File: config.mk
export PLATFORM = sky130hd
export DESIGN_NAME = digit_serial_addsub
export DESIGN_NICKNAME = d
export VERILOG_FILES = /design/src/rtl/digit_serial_addsub.sv
export SDC_FILE = /design/constraint.sdc
export NUM_CORES = 1
export LEC_CHECK = 0
export CAP_MARGIN = 20
export CELL_PAD_IN_SITES_DETAIL_PLACEMENT = 1
export CELL_PAD_IN_SITES_GLOBAL_PLACEMENT = 1
export CORE_MARGIN = 2
export CORE_UTILIZATION = 40
export CTS_BUF_LIST = sky130_fd_sc_hd__clkbuf_4 sky130_fd_sc_hd__clkbuf_8
export DETAILED_ROUTE_END_ITERATION = 8
export PLACE_DENSITY = 0.92
export SLEW_MARGIN = 25
export SYNTH_ARGS = -nofsm -noshare
export SYNTH_HDL_FRONTEND = slang
export SYNTH_SLANG_ARGS = --single-unit
File: constraint.sdc
create_clock -name clk -period 3.1 [get_ports clk]
set_input_delay 0.775 -clock clk [delete_from_list [all_inputs] [get_ports clk]]
set_output_delay 0.775 -clock clk [all_outputs]
set_load 0.02 [all_outputs]
File: src/rtl/digit_serial_addsub.sv
// Digit-serial add/subtract: DIGIT bits per cycle through one full-adder slice with a registered carry.
// Latency NDIG+1 cycles from accept to done; start is ignored while busy, so the issue interval is NDIG+1.
module digit_serial_addsub #(
    parameter int WIDTH = 32,
    parameter int DIGIT = 4
) (
    input  logic             clk,
    input  logic             reset,
    input  logic             start,
    input  logic             sub,
    input  logic [WIDTH-1:0] a,
    input  logic [WIDTH-1:0] b,
    output logic             busy,
    output logic             done,
    output logic [WIDTH-1:0] result,
    output logic             c_out,
    output logic             v,
    output logic             n,
    output logic             z
);
    localparam int NDIG = WIDTH / DIGIT;
    localparam int CW   = $clog2(NDIG + 1);
    localparam logic [CW-1:0] LAST = CW'(NDIG - 1);

    typedef enum logic [1:0] {S_IDLE, S_RUN, S_DONE} state_t;

    state_t           r_state;
    state_t           w_state_nxt;
    logic             w_accept;
    logic             w_last;
    logic [WIDTH-1:0] r_opa;
    logic [WIDTH-1:0] r_opb;
    logic [WIDTH-1:0] r_acc;
    logic             r_carry;
    logic [CW-1:0]    r_cnt;
    logic             r_msba;
    logic             r_msbb;
    logic [DIGIT:0]   w_dsum;
    logic [WIDTH-1:0] w_acc_nxt;

    always_ff @(posedge clk) begin
        if (reset) r_state <= S_IDLE;
        else       r_state <= w_state_nxt;
    end

    always_comb begin
        w_state_nxt = r_state;
        w_accept    = 1'b0;
        w_last      = 1'b0;
        case (r_state)
            S_IDLE: begin
                if (start) begin
                    w_accept    = 1'b1;
                    w_state_nxt = S_RUN;
                end
            end
            S_RUN: begin
                if (r_cnt == LAST) begin
                    w_last      = 1'b1;
                    w_state_nxt = S_DONE;
                end
            end
            S_DONE: begin
                w_accept    = start;
                w_state_nxt = start ? S_RUN : S_IDLE;
            end
            default: w_state_nxt = S_IDLE;
        endcase
    end

    assign busy = (r_state == S_RUN);
    assign done = (r_state == S_DONE);

    assign w_dsum = {1'b0, r_opa[DIGIT-1:0]} + {1'b0, r_opb[DIGIT-1:0]}
                  + {{DIGIT{1'b0}}, r_carry};

    // The new digit enters at the top, so after NDIG steps digit 0 sits at the bottom.
    generate
        if (NDIG == 1) begin : g_single
            assign w_acc_nxt = w_dsum[DIGIT-1:0];
        end else begin : g_multi
            assign w_acc_nxt = {w_dsum[DIGIT-1:0], r_acc[WIDTH-1:DIGIT]};
        end
    endgenerate

    always_ff @(posedge clk) begin
        if (reset) begin
            r_opa   <= '0;
            r_opb   <= '0;
            r_acc   <= '0;
            r_carry <= 1'b0;
            r_cnt   <= '0;
            r_msba  <= 1'b0;
            r_msbb  <= 1'b0;
            result  <= '0;
            c_out   <= 1'b0;
            v       <= 1'b0;
            n       <= 1'b0;
            z       <= 1'b0;
        end else if (w_accept) begin
            r_opa   <= a;
            r_opb   <= sub ? ~b : b;
            r_carry <= sub;
            r_cnt   <= '0;
            r_msba  <= a[WIDTH-1];
            r_msbb  <= sub ? ~b[WIDTH-1] : b[WIDTH-1];
        end else if (busy) begin
            r_opa   <= r_opa >> DIGIT;
            r_opb   <= r_opb >> DIGIT;
            r_acc   <= w_acc_nxt;
            r_carry <= w_dsum[DIGIT];
            r_cnt   <= r_cnt + CW'(1);
            if (w_last) begin
                result <= w_acc_nxt;
                c_out  <= w_dsum[DIGIT];
                v      <= (r_msba == r_msbb) && (w_acc_nxt[WIDTH-1] != r_msba);
                n      <= w_acc_nxt[WIDTH-1];
                z      <= (w_acc_nxt == '0);
            end
        end
    end
endmodule
==> results by group <==
Outcome
  • Status: completed

Run
  • Maximum capacitance violations: 0

Cells and area
  • Share of layout cells above drive strength 1: 6.919%
  • Most common cell after layout, fill and taps aside: nand2_1
  • Antenna diode count: 0
  • Commonest non-fill, non-tap cells in the layout: nand2_1 (167), dfxtp_1 (136), clkdlybuf4s50_1 (103)
  • Fillcell total: 1609
  • Final core utilization: 53.56%
  • Area grow syn2layout: 29.57%
  • Layout Nets: 827
  • Final std cells w/o fill: 942

Worst setup path
  • Crit path DAT: 1.70 ns
  • Slowest stage delay, CP: 0.61 ns
  • FF-to-FF End: z
  • Reg2reg setup slack: 0.73 ns
  • Delay-heaviest family, CP: buffers and inverters
  • Critical path cell sequence: nand2b_2 > inv_2 > clkdlybuf4s50_1
  • Crit-path max FO: 4
  • Endpoint of the worst setup timing path: busy
  • Critical path type: reg -> out
  • Reg2Reg Depth: 6
  • Worst setup EP type: primary output
  • Crit path max-delay cell type: clkdlybuf4s50_1
  • WP depth: 3
  • Reg2Reg Launch Point: r_opa[0]
  • Critical path data required time: 2.32 ns
  • Crit. Startpoint: r_state[0]
  • Buffers & Inverters on Critical Path: 2
  • Type of element launching the critical path: flop

Place
  • Placed cell count: 910
  • HPWL Detailed: 10810 µm
  • Buffers on Ports: 105
  • Placer Congestion: 0.7959

Power and ir drop
  • Peak VDD IR: 232.7 µV
  • Power per cell area: 577.6 nW/µm²
  • Cell leakage power: 0.002501 µW

Route
  • Drc violations: 0
  • DRT Pass-1 Iters: 5
  • Total number of vias: 5080
  • Drt wl/cell: 16.67 µm
  • Total routed wirelength: 15700 µm
  • Starting DRT DRC Count: 350
  • Post-route ant nets: 0
  • Vias per cell: 5.393

STA
  • Final hold vios: 0
  • RSZ-0062 raised after global routing: false
  • Final Skew: 0.01433 ns
  • Slew at the pin closest to its max-slew limit: 0.8646 ns
  • Crit path time final: 2.480 ns
  • Setup violations, final: 0
  • Slew Viols, Final: 0
  • Total negative setup slack: 0 ns
  • Fmax: 403.3 MHz
  • Max-slew headroom: 42.36%
  • Fraction of the cycle the final worst path needs: 79.99%

Clock network
  • Gates resized, CTS repair: 0
  • CTS tree: yes
  • Clock sinks: 136
  • Clock-pin slew on the worst setup and hold paths: 0.07 ns
  • Clk_lat worst skew: 0.46 ns
  • Post-CTS Setup Inserts: 0
  • CTS H-tree lvls: 4
  • Clock Root Buffer: clkbuf_8
  • Hold_buf cts: 0
  • Clk buf depth: 2
  • Total CTS buffers: 17

GRT
  • Grt ovf: 0
  • Vias in the first global route: 5307
  • Largest net degree at the start of global routing: 86
  • First-pass GRT wire length: 25780 µm
  • Initial antenna violation count: 0
  • Global-route usage over all layers: 22.07%

Logic synthesis
  • Post-synth cell types: 37
  • Post-Synthesis Cells: 672
  • Sequential area share after synthesis: 49.34%
  • Synth Area per Inst: 8.211 µm²
  • Syn nets: 746
  • Yosys synthesis warning count: 0
  • Post-synthesis cell area: 5518 µm²
  • #FFs+latches synth: 136

Die
  • Die width: 121.5 µm
  • Core Region: 13350 µm²
  • # IOs: 106
  • Row Count: 42
  • DIE AREA: 14750 µm²
  • Initial Util: 41.34%
  • Die Ht: 121.5 µm

Worst hold path
  • Hold crit path type: reg -> reg
-- stage by stage --
stage,setup WS [ns],total power (µW),instance area (µm²),hold WS [ns]
2_1_floorplan,0.9662,2219,5518,0.4364
3_3_place_gp,0.8438,2377,6665,0.4442
3_5_place_dp,0.7262,2414,6665,0.4501
4_1_cts,0.5904,4154,7149,0.4601
5_1_grt,0.5495,4291,7149,0.4823
6_report,0.6204,4129,7149,0.4599
-- synth_stat cells --
cell type  number  share of area [%]
a221oi_1       25                4.0
or2_1           1               0.11
a21o_1          1               0.14
a311oi_1       20                3.2
nand3_1         2               0.18
a21boi_1        1               0.14
a31o_2          1               0.16
nor2_2          1               0.11
nand2_1       167                 11
a211oi_1        3               0.41
or3_1           3               0.34
nand2b_1        2               0.23
buf_6           1               0.20
ha_1            4               0.91
fa_1            2               0.73
dfxtp_1       136                 49
buf_1           5               0.34
inv_2           1              0.068
o41ai_1         1               0.16
xor2_1          9                1.4
nor2b_1         2               0.23
clkbuf_1       31                2.1
or4_1           1               0.14
o211ai_1        1               0.14
o22ai_1         8               0.91
nor4_1          7               0.79
xnor2_1        27                4.3
nor2_1         89                6.1
nor3_1         15                1.4
and3b_1         1               0.16
buf_2          17                1.5
buf_4           2               0.27
nand4_1         2               0.23
mux2i_1         4               0.73
nand3b_1        2               0.27
a21oi_1        70                6.3
a22oi_1         7               0.95
-- tightest hold or removal path: cells and delay by family, from the launching register on --
kind             cells  cell delay (ns)
AND/OR/NAND/NOR      1             0.05
flip-flops           1             0.31
AO/OA/AOI/OAI        1             0.05
-- where the power goes --
| group | internal (µW) | switching [µW] |
|---|---|---|
| Combinational | 222 | 268 |
| Clock | 1060 | 693 |
| Sequential | 1830 | 59.7 |
-- routing by layer --
layer  wire length [µm]  vias to the layer above  GRT usage (%)
met5                  0                        -              0
met3                674                       24          4.981
met1               6308                     2476          25.05
met4                267                        0          6.897
met2               8450                      123          40.80
li1                   -                     2457              -
-- cell type report --
class,instances,area [µm²],area share [%]
clock buffer,22,296.5,4.148
clock inverter,10,187.7,2.625
inverter,1,3.754,0.05250
multi-input combinational,479,2552,35.70
sequential,136,2723,38.08
tap,176,220.2,3.080
timing repair buffer,118,1166,16.31
-- worst min path at each step --
stage,depth (start not counted),from,to
2_1_floorplan,2,r_opb[31],r_opb[31]
3_3_place_gp,2,result[15],result[15]
3_5_place_dp,2,result[22],result[22]
4_1_cts,2,result[22],result[22]
5_1_grt,2,result[4],result[4]
6_report,2,result[13],result[13]
-- sequential cells by signal (all words and copies together), names as in the netlist --
name,cells
r_state,2
r_opb,32
result,32
r_opa,32
r_cnt,4
z,1
r_msba,1
v,1
r_acc,28
r_msbb,1
r_carry,1
c_out,1
-- cell families after synthesis --
kind of cell | synth area share (%)
buffers and inverters | 4.535
DFF | 49.34
xor gates and xnor gates | 5.714
and+or+nand+nor | 21.56
adders and majority gates | 1.633
muxes | 0.7257
AOI/OAI and AO/OA | 16.49
Note: power is estimated with default switching activity, not from simulation.
